==> src/rtl/pc_unit.sv <==
`default_nettype none
// ============================================================================
// Module      : pc_unit
// Description : Program-counter unit for the Otter RISC-V fetch stage.
//               Selects the next PC from sequential/jump/branch/trap/RAS
//               sources. It captures redirects that arrive during a stall,
//               rejects misaligned targets, and keeps a small circular
//               return-address stack.
// Revision    : 1.0 - initial release
// ============================================================================
module pc_unit #(
    parameter int              XLEN      = 32,
    parameter logic [XLEN-1:0] RESET_VEC = '0,
    parameter int              IALIGN    = 4,
    parameter int              RAS_DEPTH = 4
) (
    input  logic            clk,
    input  logic            rst,
    input  logic            w_en,
    input  logic [2:0]      src_sel,
    input  logic [XLEN-1:0] jalr,
    input  logic [XLEN-1:0] branch,
    input  logic [XLEN-1:0] jal,
    input  logic [XLEN-1:0] mtvec,
    input  logic [XLEN-1:0] mepc,
    input  logic            ras_push,
    output logic [XLEN-1:0] addr,
    output logic [XLEN-1:0] next_addr,
    output logic            misalign,
    output logic            pend_valid,
    output logic            ras_empty,
    output logic            ras_full
);

    localparam int             c_ALB   = (IALIGN == 2) ? 1 : 2;
    localparam int             c_PW    = $clog2(RAS_DEPTH);
    localparam logic [c_PW:0]  c_DEPTH = (c_PW+1)'(RAS_DEPTH);
    localparam logic [XLEN-1:0] c_ALB_MASK = {{(XLEN-c_ALB){1'b1}}, {c_ALB{1'b0}}};

    logic [XLEN-1:0] r_addr;
    logic [XLEN-1:0] r_pend;
    logic            r_pend_valid;
    logic            r_misalign;
    logic [c_PW-1:0] r_top;
    logic [c_PW:0]   r_count;
    logic [XLEN-1:0] r_ras [RAS_DEPTH];

    logic [XLEN-1:0] w_next;
    logic [XLEN-1:0] w_target;
    logic [c_PW-1:0] w_top_inc;
    logic            w_ras_nonempty;
    logic            w_checked;
    logic            w_mis;
    logic            w_redirect;
    logic            w_pop;
    logic            w_push;
    logic            w_swap;

    assign w_next         = r_addr + XLEN'(4);
    assign w_top_inc      = r_top + c_PW'(1);
    assign w_ras_nonempty = (r_count != '0);

    // Target mux: form the candidate next PC for the selected source.
    always_comb begin
        w_target = r_addr;
        case (src_sel)
            3'd0: w_target = w_next;
            3'd1: w_target = {jalr[XLEN-1:1], 1'b0};
            3'd2: w_target = branch;
            3'd3: w_target = jal;
            3'd4: w_target = {mtvec[XLEN-1:2], 2'b00};
            3'd5: w_target = mepc & c_ALB_MASK;
            3'd6: w_target = w_ras_nonempty ? r_ras[r_top] : {jalr[XLEN-1:1], 1'b0};
            default: w_target = r_addr;
        endcase
    end

    // Only computed-address sources can produce a misaligned target; trap
    // sources are masked above, so they are aligned by construction.
    assign w_checked  = (src_sel == 3'd1) || (src_sel == 3'd2) ||
                        (src_sel == 3'd3) || (src_sel == 3'd6);
    assign w_mis      = w_checked && (|w_target[c_ALB-1:0]);
    assign w_redirect = (src_sel != 3'd0) && (src_sel != 3'd7) && !w_mis;

    // RAS operations; a push together with a valid pop swaps the top entry.
    assign w_pop  = (src_sel == 3'd6) && w_ras_nonempty && !w_mis;
    assign w_push = ras_push && (src_sel != 3'd6);
    assign w_swap = ras_push && w_pop;

    // PC, pending redirect and misalign pulse.
    always_ff @(posedge clk or negedge rst) begin
        if (!rst) begin
            r_addr       <= RESET_VEC;
            r_pend       <= '0;
            r_pend_valid <= 1'b0;
            r_misalign   <= 1'b0;
        end else begin
            r_misalign <= w_mis;
            if (!w_en) begin
                if (w_redirect) begin
                    r_pend       <= w_target;
                    r_pend_valid <= 1'b1;
                end
            end else if (w_redirect) begin
                r_addr       <= w_target;
                r_pend_valid <= 1'b0;
            end else if (r_pend_valid) begin
                r_addr       <= r_pend;
                r_pend_valid <= 1'b0;
            end else if (src_sel == 3'd0) begin
                r_addr <= w_next;
            end
        end
    end

    // RAS pointer and occupancy; frozen while fetch is stalled.
    always_ff @(posedge clk or negedge rst) begin
        if (!rst) begin
            r_top   <= '0;
            r_count <= '0;
        end else if (w_en && !w_swap) begin
            if (w_push) begin
                r_top <= w_top_inc;
                if (r_count != c_DEPTH) begin
                    r_count <= r_count + (c_PW+1)'(1);
                end
            end else if (w_pop) begin
                r_top   <= r_top - c_PW'(1);
                r_count <= r_count - (c_PW+1)'(1);
            end
        end
    end

    // RAS storage; contents need no reset because occupancy gates every read.
    always_ff @(posedge clk) begin
        if (w_en && w_swap) begin
            r_ras[r_top] <= w_next;
        end else if (w_en && w_push) begin
            r_ras[w_top_inc] <= w_next;
        end
    end

    assign addr       = r_addr;
    assign next_addr  = w_next;
    assign misalign   = r_misalign;
    assign pend_valid = r_pend_valid;
    assign ras_empty  = (r_count == '0);
    assign ras_full   = (r_count == c_DEPTH);

endmodule
`default_nettype wire
==> config.mk <==
export PLATFORM = sky130hd
export DESIGN_NAME = pc_unit
export DESIGN_NICKNAME = d
export VERILOG_FILES = /design/src/rtl/pc_unit.sv
export SDC_FILE = /design/constraint.sdc
export NUM_CORES = 1
export LEC_CHECK = 0
export ABC_AREA = 1
export CAP_MARGIN = 20
export CORE_ASPECT_RATIO = 0.9
export CORE_MARGIN = 2
export CORE_UTILIZATION = 56
export CTS_CLUSTER_DIAMETER = 200
export DETAILED_ROUTE_END_ITERATION = 6
export GPL_ROUTABILITY_DRIVEN = 0
export HOLD_SLACK_MARGIN = 0.08
export PLACE_DENSITY = 0.9
export SLEW_MARGIN = 30
export SYNTH_ARGS = -nofsm -noshare
export SYNTH_HDL_FRONTEND = slang
export SYNTH_SLANG_ARGS = --single-unit
==> constraint.sdc <==
create_clock -name clk -period 5.5 [get_ports clk]
set_clock_uncertainty 0.15 [all_clocks]
set_input_delay 1.1 -clock clk [delete_from_list [all_inputs] [get_ports clk]]
set_output_delay 1.1 -clock clk [all_outputs]
set_load 0.005 [all_outputs]
==> impl_metrics.json, run 1 <==
{
  "tns_ns": 0,
  "crit_required_ns": 4.25,
  "die_area_um2": 21520,
  "status": "completed",
  "route.vias.total": 11760,
  "yosys.area.top_type": "edfxtp_1",
  "drtIter0Drc": 1652,
  "fmax_mhz": 219.4,
  "syn_nets": 1690,
  "maxCapViolCount": 0,
  "num-fill-cells": 1428,
  "setup_violations": 0,
  "worstPathArrival_ns": 3.31,
  "pin_count": 235,
  "grt_pass1_vias": 11060,
  "cp_slowest_cell": "xnor2_1",
  "synth_compound_area_share_pct": 11.56,
  "synth-simple-area-share_pct": 30.11,
  "clkTransAtPathRegs_ns": 0.07,
  "synth_ff_type": "edfxtp_1",
  "crit_path_cell_trace": "ha_1, nand3_1, nor2_1, nand3_1, xnor2_1, clkdlybuf4s50_1",
  "start_kind": "flip-flop",
  "synth_area_um2": 11400,
  "synth.area.top_cells": "edfxtp_1, nand2_1, dfrtp_1",
  "final_common_cell": "nand2_1",
  "drv_slew": 0,
  "rsz0062_at_grt": "no",
  "ctsResizeCount": 0,
  "grt_max_degree": 67,
  "cts_setup_buffers": 0,
  "firstDrtPassIters": 6,
  "relSlewSlack_pct": 40.56,
  "worstPathMaxFanout": 8,
  "ant_nets": 0,
  "final_cell_mix": "nand2_1, clkdlybuf4s50_1, nor2_1",
  "yosys.area_share.xor_xnor_pct": 1.997,
  "hold_buffers": 0,
  "crit_start": "addr[2]",
  "path_delay_family": "XOR/XNOR gates",
  "cts_buffers": 17,
  "irDropWorstVdd_uv": 268.3,
  "cts_tree": "built",
  "nets": 1890,
  "yosysSeqAreaShare_pct": 49.30,
  "crit_path_frequent_cell": "nand3_1",
  "preCtsSetupSlack_ns": 1.207,
  "worst_pin_slew_ns": 0.8852,
  "drc_errors": 0,
  "die-width_um": 154.4,
  "final_cells": 1989,
  "start_util_pct": 57.04,
  "leakagePower_nw": 6.164,
  "ys_ff_latch": 199,
  "die_h_um": 139.4,
  "end_kind": "primary output",
  "dp.final_hpwl_um": 26440,
  "syn_area_per_cell_um2": 7.496,
  "critPathMaxStageDelay_ns": 0.72,
  "synthMuxAreaShare_pct": 0,
  "critical_path_buf_inv_count": 1,
  "htreeDepth": 4,
  "dp_cells": 1957,
  "grt_pass1_wl_um": 59710,
  "synth_top_area_share_pct": 33.71,
  "finalCriticalPeriod_ns": 4.558,
  "vias_per_cell": 5.915,
  "synth_cell_type_count": 39,
  "area_growth_pct": 27.01,
  "antenna_found_initial": 0,
  "async_reset_ff_share_pct": 35.68,
  "track_usage_pct": 36.22,
  "cts-root-buf": "clkbuf_16",
  "cts_buffer_depth": 2,
  "drive_gt1_share_pct": 5.190,
  "setup_ws_ns": 0.9416,
  "crit_type": "flip-flop to primary output",
  "n_antenna_cell": 0,
  "cts_sinks": 199,
  "synth_fa_ha_area_share_pct": 0.2853,
  "holdCritStartpoint": "r_pend[3]",
  "routed_wl_um": 39320,
  "port_buffers": 229,
  "hold_viol": 0,
  "synth_edf_count": 128,
  "synth_top_family_by_area": "simple AND/OR/NAND/NOR gates",
  "worstReg2RegStart": "r_count[0]",
  "gr-total-overflow": 0,
  "wl_per_cell_um": 19.77,
  "core_um2": 19990,
  "num_rows": 49,
  "clkLatencyLatePin_ns": 0.45,
  "hold_path_class": "flip-flop to flip-flop",
  "finalCritPeriodShare_pct": 82.88,
  "p_per_area_nw_per_um2": 400.8,
  "yosys_warnings": 0,
  "syn_inst": 1521
}
==> worst reg2reg max path, cell delays in order, from the launching register on <==
cell and delay (ns):
dfrtp_1 0.44, nor2_1 0.15, nand2_1 0.07, buf_4 0.28, inv_2 0.52, nor2_1 0.15
nand2_1 0.12, nand3_1 0.12, o21bai_4 0.23, nand2_4 0.34, nor2_2 0.19, buf_4 0.28
buf_4 0.35, nand2_1 0.12, o21ai_1 0.11
==> kinds of logic (layout without fill, tap and decap cells) <==
group	Yosys count	after routing
flip-flops	199	199
adder cells (fa/ha/maj)	2	2
buffers and inverters	184	397
AO/OA/AOI/OAI	240	240
XOR/XNOR	26	26
AND/OR/NAND/NOR	870	870
==> path summary, 6_finish.rpt <==
path                                 end  slack (ns)  cells after the start
max in group asynchronous       r_top[0]        3.54                      2
min in group asynchronous       addr[17]        0.57                      1
hold reg to reg                r_pend[3]        0.32                      2
hold / removal                 r_pend[3]        0.32                      2
setup reg to reg              r_pend[13]        1.80                     14
setup / recovery           next_addr[16]        0.94                      6
==> Yosys cell counts, types with 6 or more instances <==
cell / count
a21oi_1: 31
a31oi_1: 6
buf_1: 7
buf_2: 20
buf_4: 10
clkbuf_1: 39
dfrtp_1: 71
edfxtp_1: 128
inv_1: 98
inv_2: 6
nand2_1: 558
nand3_1: 66
nand4_1: 10
nor2_1: 215
o211ai_1: 11
o21ai_0: 141
o21ai_1: 22
o21bai_1: 12
o22ai_1: 6
xnor2_1: 14
xor2_1: 12
==> area by class of cell <==
type                            instances  area (um^2)  share of cell area, %
Clock inverter                         14        150.1                  1.037
Clock buffer                           18        429.2                  2.964
Sequential cell                       199         5622                  38.82
Timing Repair Buffer                  260         2532                  17.49
Tap cell                              255        319.1                  2.203
Multi-Input combinational cell       1138         5034                  34.76
Inverter                              105        394.1                  2.722
==> state kept, by name (all words and copies together) (netlist names) <==
| name | count |
|---|---|
| addr | 32 |
| misalign | 1 |
| pend_valid | 1 |
| r_count | 3 |
| r_pend | 32 |
| r_ras | 128 |
| r_top | 2 |
==> routing by layer <==
layer / global-route usage [%] / wire [um]
met1: 47.97 / 14210
met4: 15.40 / 1738
met5: 0 / 0
met3: 11.96 / 6104
met2: 55.03 / 17270
==> through the flow <==
stage	total power [mW]	cell area [um^2]	util (%)	hold slack (ns)
after detailed placement	4.467	13900	69.55	0.3033
after CTS	5.716	14480	72.45	0.3252
after global placement	4.389	13900	69.53	0.3001
final	5.804	14480	72.45	0.3235
after global routing	6.069	14480	72.45	0.3574
after floorplan	3.421	11400	-	0.2868
==> power breakdown <==
part	leakage, nW	internal, mW	switching [mW]
Combinational	3.82	0.899	1.45
Clock	0.265	0.672	0.564
Sequential	2.08	1.96	0.256
Note: power is estimated with default switching activity, not from simulation.
==> inputs of run 2 (changes only) <==
- CORE_UTILIZATION: 56 -> 47
- PLACE_DENSITY: 0.9 -> 0.81
- clock period: 5.5 -> 3.8 ns (I/O delays scaled with it)
==> run 2 against run 1 <==
Combinational power increased by 51%. Sequential power grew 45%. First-iteration DRC count is 5.6% higher. Sequential cell count unchanged. Critical path depth is the same. Power rose by 47%. Sequential share of layout area shrank 1.0 points. Critical path type unchanged. Critical endpoint unchanged. Largest cell class unchanged. Largest power group unchanged.
==> impl_metrics.json, run 2 (synthesis results as in run 1) <==
{
  "cts-root-buf": "clkbuf_16",
  "end_kind": "primary output",
  "rsz0062_at_grt": "no",
  "finalCritPeriodShare_pct": 97.14,
  "relSlewSlack_pct": 39.92,
  "fmax_mhz": 270.9,
  "die_area_um2": 25520,
  "die_h_um": 151.8,
  "reg2reg_to": "r_ras[1][8]",
  "status": "completed",
  "cts_setup_buffers": 0,
  "start_kind": "flip-flop",
  "cts_sinks": 199,
  "grt_pass1_wl_um": 60470,
  "clkTransAtPathRegs_ns": 0.07,
  "clkLatencyLatePin_ns": 0.44,
  "setup_ws_ns": 0.1086,
  "dp.final_hpwl_um": 28030,
  "hold_ws_ns": 0.2845,
  "htreeDepth": 4,
  "drtIter0Drc": 1744,
  "worstPathMaxFanout": 8,
  "finalCriticalPeriod_ns": 3.691,
  "cts_tree": "built",
  "antenna_found_initial": 0,
  "critical_path_buf_inv_count": 1,
  "largest_register_ff_count": 128,
  "core_um2": 24050,
  "ff2ff_setup_slack_ns": 0.62,
  "drv_slew": 0,
  "preCtsSetupSlack_ns": 0.2607,
  "die-width_um": 168.2,
  "drc_errors": 0,
  "nets": 1925,
  "crit_start": "addr[2]",
  "irDropWorstVdd_uv": 315.9,
  "grt_max_degree": 72,
  "setup_violations": 0,
  "worstPathArrival_ns": 2.78,
  "maxCapViolCount": 0,
  "cts_buffers": 17,
  "grt_pass1_vias": 10820,
  "worst_pin_slew_ns": 0.9000,
  "routed_wl_um": 40330,
  "hold_buffers": 0,
  "final_common_cell": "nand2_1",
  "n_antenna_cell": 0,
  "num_rows": 54,
  "drive_gt1_share_pct": 7.518,
  "crit_type": "flip-flop to primary output",
  "cp_slowest_cell": "clkdlybuf4s50_1",
  "gr-total-overflow": 0,
  "regMostFlops": "r_ras",
  "crit_required_ns": 2.89,
  "hold_path_class": "input port to async pin",
  "rr_worst_depth": 12,
  "fin_util_pct": 61.88,
  "final_cell_mix": "nand2_1, clkdlybuf4s50_1, nor2_1",
  "track_usage_pct": 31.31,
  "p_total_mw": 8.557,
  "crit_path_cell_trace": "ha_1, nand3_1, nor2_1, nand3_1, xnor2_1, clkdlybuf4s50_1",
  "worstReg2RegStart": "r_top[1]",
  "start_util_pct": 47.40,
  "wl_per_cell_um": 19.42,
  "dp_cells": 2045,
  "path_delay_family": "simple AND/OR/NAND/NOR gates",
  "num-fill-cells": 1962,
  "leakagePower_nw": 6.367,
  "ant_nets": 0,
  "critPathMaxStageDelay_ns": 0.59,
  "cts_buffer_depth": 2,
  "crit_path_frequent_cell": "nand3_1",
  "vias_per_cell": 5.620,
  "firstDrtPassIters": 6,
  "hold_viol": 0,
  "final_cells": 2077,
  "route.vias.total": 11670,
  "pin_count": 235,
  "port_buffers": 229,
  "area_growth_pct": 30.55,
  "p_per_area_nw_per_um2": 574.9
}
run 2: cell types whose count changed in the layout (fill, tap and decap cells not counted), moves of 2 or more:
| cell | before | now |
|---|---|---|
| buf_4 | 30 | 61 |
| xor2_2 | 0 | 2 |
| dfrtp_1 | 70 | 67 |
| buf_12 | 1 | 4 |
| nor2_2 | 10 | 12 |
| nand2_2 | 1 | 3 |
| clkinvlp_4 | 6 | 4 |
| nand2_1 | 558 | 556 |
| dfrtp_2 | 1 | 4 |
| xor2_1 | 12 | 10 |
| clkinv_1 | 1 | 3 |
run 2: metal layers:
| layer | share of wire (%) | GRT usage [%] | vias to the layer above | routed length (um) |
|---|---|---|---|---|
| li1 | - | - | 5385 | - |
| met4 | 2.5 | 9.784 | 0 | 991 |
| met5 | 0 | 0 | - | 0 |
| met3 | 13 | 7.506 | 88 | 5414 |
| met2 | 45 | 49.24 | 812 | 18010 |
| met1 | 39 | 43.28 | 5388 | 15920 |
run 2: worst max path at each step:
stage               cells after the start  slack, ns       endpoint
floorplan                              13      -0.11    r_ras[0][0]
global placement                       14       0.29    r_ras[1][2]
detailed placement                     14       0.26    r_ras[1][2]
CTS                                     7       0.03  next_addr[12]
global route                            7       0.02  next_addr[27]
finish                                  6       0.11  next_addr[16]
run 2: cell type report:
type,count,area [um^2],area share [%]
well taps,308,385.4,2.589
multi-input cells,1138,5064,34.02
inverters,105,394.1,2.648
flip-flops and latches,199,5625,37.79
repair buffers,295,2836,19.06
clock inverters,15,153.9,1.034
clock buffers,17,425.4,2.858
run 2: power breakdown:
group          switching (mW)  internal, mW
Clock                   0.832         0.972
Sequential              0.373          2.84
Combinational            2.13          1.41
run 2: worst reg2reg max path, stage by stage (launching register included):
cell      delay (ns)
dfrtp_1         0.33
buf_4           0.43
inv_2           0.41
nand3_1         0.19
nand3_1         0.10
nand2_1         0.09
nand3_1         0.10
o21bai_4        0.18
nand3_1         0.12
o21ai_0         0.17
inv_1           0.14
nor2_2          0.20
buf_4           0.28
run 2: what timing repair did:
| action | in CTS | in global routing |
|---|---|---|
| gates resized for setup | 2 | 8 |
| endpoints found under the setup margin | 3 | 3 |
| hold endpoints to repair | 0 | 0 |
run 2: stage by stage:
step / TNS (ns) / area [um^2]
2_1_floorplan: -14.34 / 11400
3_3_place_gp: 0 / 14260
3_5_place_dp: 0 / 14260
4_1_cts: 0 / 14850
5_1_grt: 0 / 14880
6_report: 0 / 14880
==> inputs of run 3 (changes only) <==
- SLEW_MARGIN: 30 -> 20
==> run 3 against run 2 <==
Combinational power is essentially flat. Setup slack gained 0.0035 ns. Sequential power about the same. Power decreased by 0.11%.
==> impl_metrics.json, run 3 (synthesis results as in run 1) <==
{
  "worstReg2RegStart": "r_top[1]",
  "worst_pin_slew_ns": 0.9810,
  "cts_setup_buffers": 0,
  "ant_nets": 0,
  "routed_wl_um": 40270,
  "hold_viol": 0,
  "crit_required_ns": 2.89,
  "grt_max_degree": 72,
  "setup_violations": 0,
  "area_growth_pct": 30.52,
  "cts_tree": "built",
  "gr-total-overflow": 0,
  "worstPathArrival_ns": 2.78,
  "num_rows": 54,
  "crit_start": "addr[2]",
  "maxCapViolCount": 0,
  "core_um2": 24050,
  "dp.final_hpwl_um": 28030,
  "status": "completed",
  "holdCritStartpoint": "r_pend[3]",
  "met3_usage_pct": 7.506,
  "ff2ff_setup_slack_ns": 0.62,
  "nets": 1925,
  "die_area_um2": 25520,
  "grt_pass1_vias": 10820,
  "finalInstanceArea_um2": 14880,
  "final_common_cell": "nand2_1",
  "cts_buffer_depth": 2,
  "vias_per_cell": 5.631,
  "hold_path_class": "flip-flop to flip-flop",
  "finalCritPeriodShare_pct": 97.05,
  "firstDrtPassIters": 7,
  "relSlewSlack_pct": 34.60,
  "largest_register_ff_count": 128,
  "met1_usage_pct": 43.28,
  "drc_errors": 0,
  "end_kind": "primary output",
  "crit_type": "flip-flop to primary output",
  "n_antenna_cell": 0,
  "htreeDepth": 4,
  "route.vias.total": 11700,
  "worstPathMaxFanout": 8,
  "irDropWorstVdd_uv": 315.9,
  "drive_gt1_share_pct": 7.518,
  "track_usage_pct": 31.31,
  "hold_buffers": 0,
  "num-fill-cells": 1962,
  "grt-busiest-layer": "met2",
  "pin_count": 235,
  "drtIter0Drc": 1744,
  "gr-usage-met2_pct": 49.24,
  "finalCriticalPeriod_ns": 3.688,
  "antenna_found_initial": 0,
  "die_h_um": 151.8,
  "leakagePower_nw": 6.365,
  "regMostFlops": "r_ras",
  "clkTransAtPathRegs_ns": 0.07,
  "tns_ns": 0,
  "ctsResizeCount": 2,
  "endpoint": "next_addr[16]",
  "grt_pass1_wl_um": 60470,
  "cts_buffers": 17,
  "start_util_pct": 47.40,
  "cts_sinks": 199,
  "p_per_area_nw_per_um2": 574.4,
  "die-width_um": 168.2,
  "clkLatencyLatePin_ns": 0.44,
  "port_buffers": 229,
  "rr_worst_depth": 12,
  "rsz0062_at_grt": "no",
  "fmax_mhz": 271.2,
  "start_kind": "flip-flop",
  "placed_area_um2": 14260,
  "cts-root-buf": "clkbuf_16",
  "reg2reg_to": "r_ras[1][8]",
  "wl_per_cell_um": 19.39,
  "final_cell_mix": "nand2_1, clkdlybuf4s50_1, nor2_1",
  "drv_slew": 0
}
run 3: cell counts in the layout (fill, tap and decap cells not counted):
Identical to the previous run, type by type.
run 3: through the flow:
stage | hold slack (ns) | total power [mW] | cells | worst slack (ns) | util (%)
3_3_place_gp | 0.2997 | 6.532 | 2045 | 0.2889 | 59.30
4_1_cts | 0.3284 | 8.450 | 2077 | 0.02566 | 61.74
2_1_floorplan | 0.2868 | 4.951 | 1521 | -0.1120 | -
6_report | 0.3392 | 8.548 | 2077 | 0.1121 | 61.87
3_5_place_dp | 0.3095 | 6.637 | 2045 | 0.2607 | 59.30
5_1_grt | 0.3595 | 8.964 | 2077 | 0.02439 | 61.87
run 3: layer usage:
layer	up-vias	share of wire (%)
met4	0	2.6
met5	-	0
met3	95	14
li1	5390	-
met2	831	45
met1	5379	39
run 3: layout make-up:
cell class | instances | area, um^2 | area share, %
flip-flops and latches | 199 | 5625 | 37.80
inverters | 105 | 394.1 | 2.649
clock buffers | 17 | 425.4 | 2.859
repair buffers | 295 | 2833 | 19.04
clock inverters | 15 | 153.9 | 1.034
well taps | 308 | 385.4 | 2.590
multi-input cells | 1138 | 5064 | 34.03
run 3: power by group:
group	internal, mW	switching (mW)
Sequential	2.84	0.372
Combinational	1.41	2.12
Clock	0.972	0.828
Total	5.23	3.32
run 3: critical path, cell delays in order (launching register included):
cell and delay [ns]:
dfrtp_2 0.49, ha_1 0.28, nand3_1 0.21, nor2_1 0.28, nand3_1 0.14, xnor2_1 0.34
clkdlybuf4s50_1 0.59
run 3: worst min path at each step:
stage                      endpoint  cells past startpoint
final                     r_pend[3]                      2
after global routing      r_pend[0]                      2
after CTS                 r_pend[0]                      2
after detailed placement  r_pend[0]                      2
after global placement    r_pend[0]                      2
after floorplan           r_pend[0]                      2
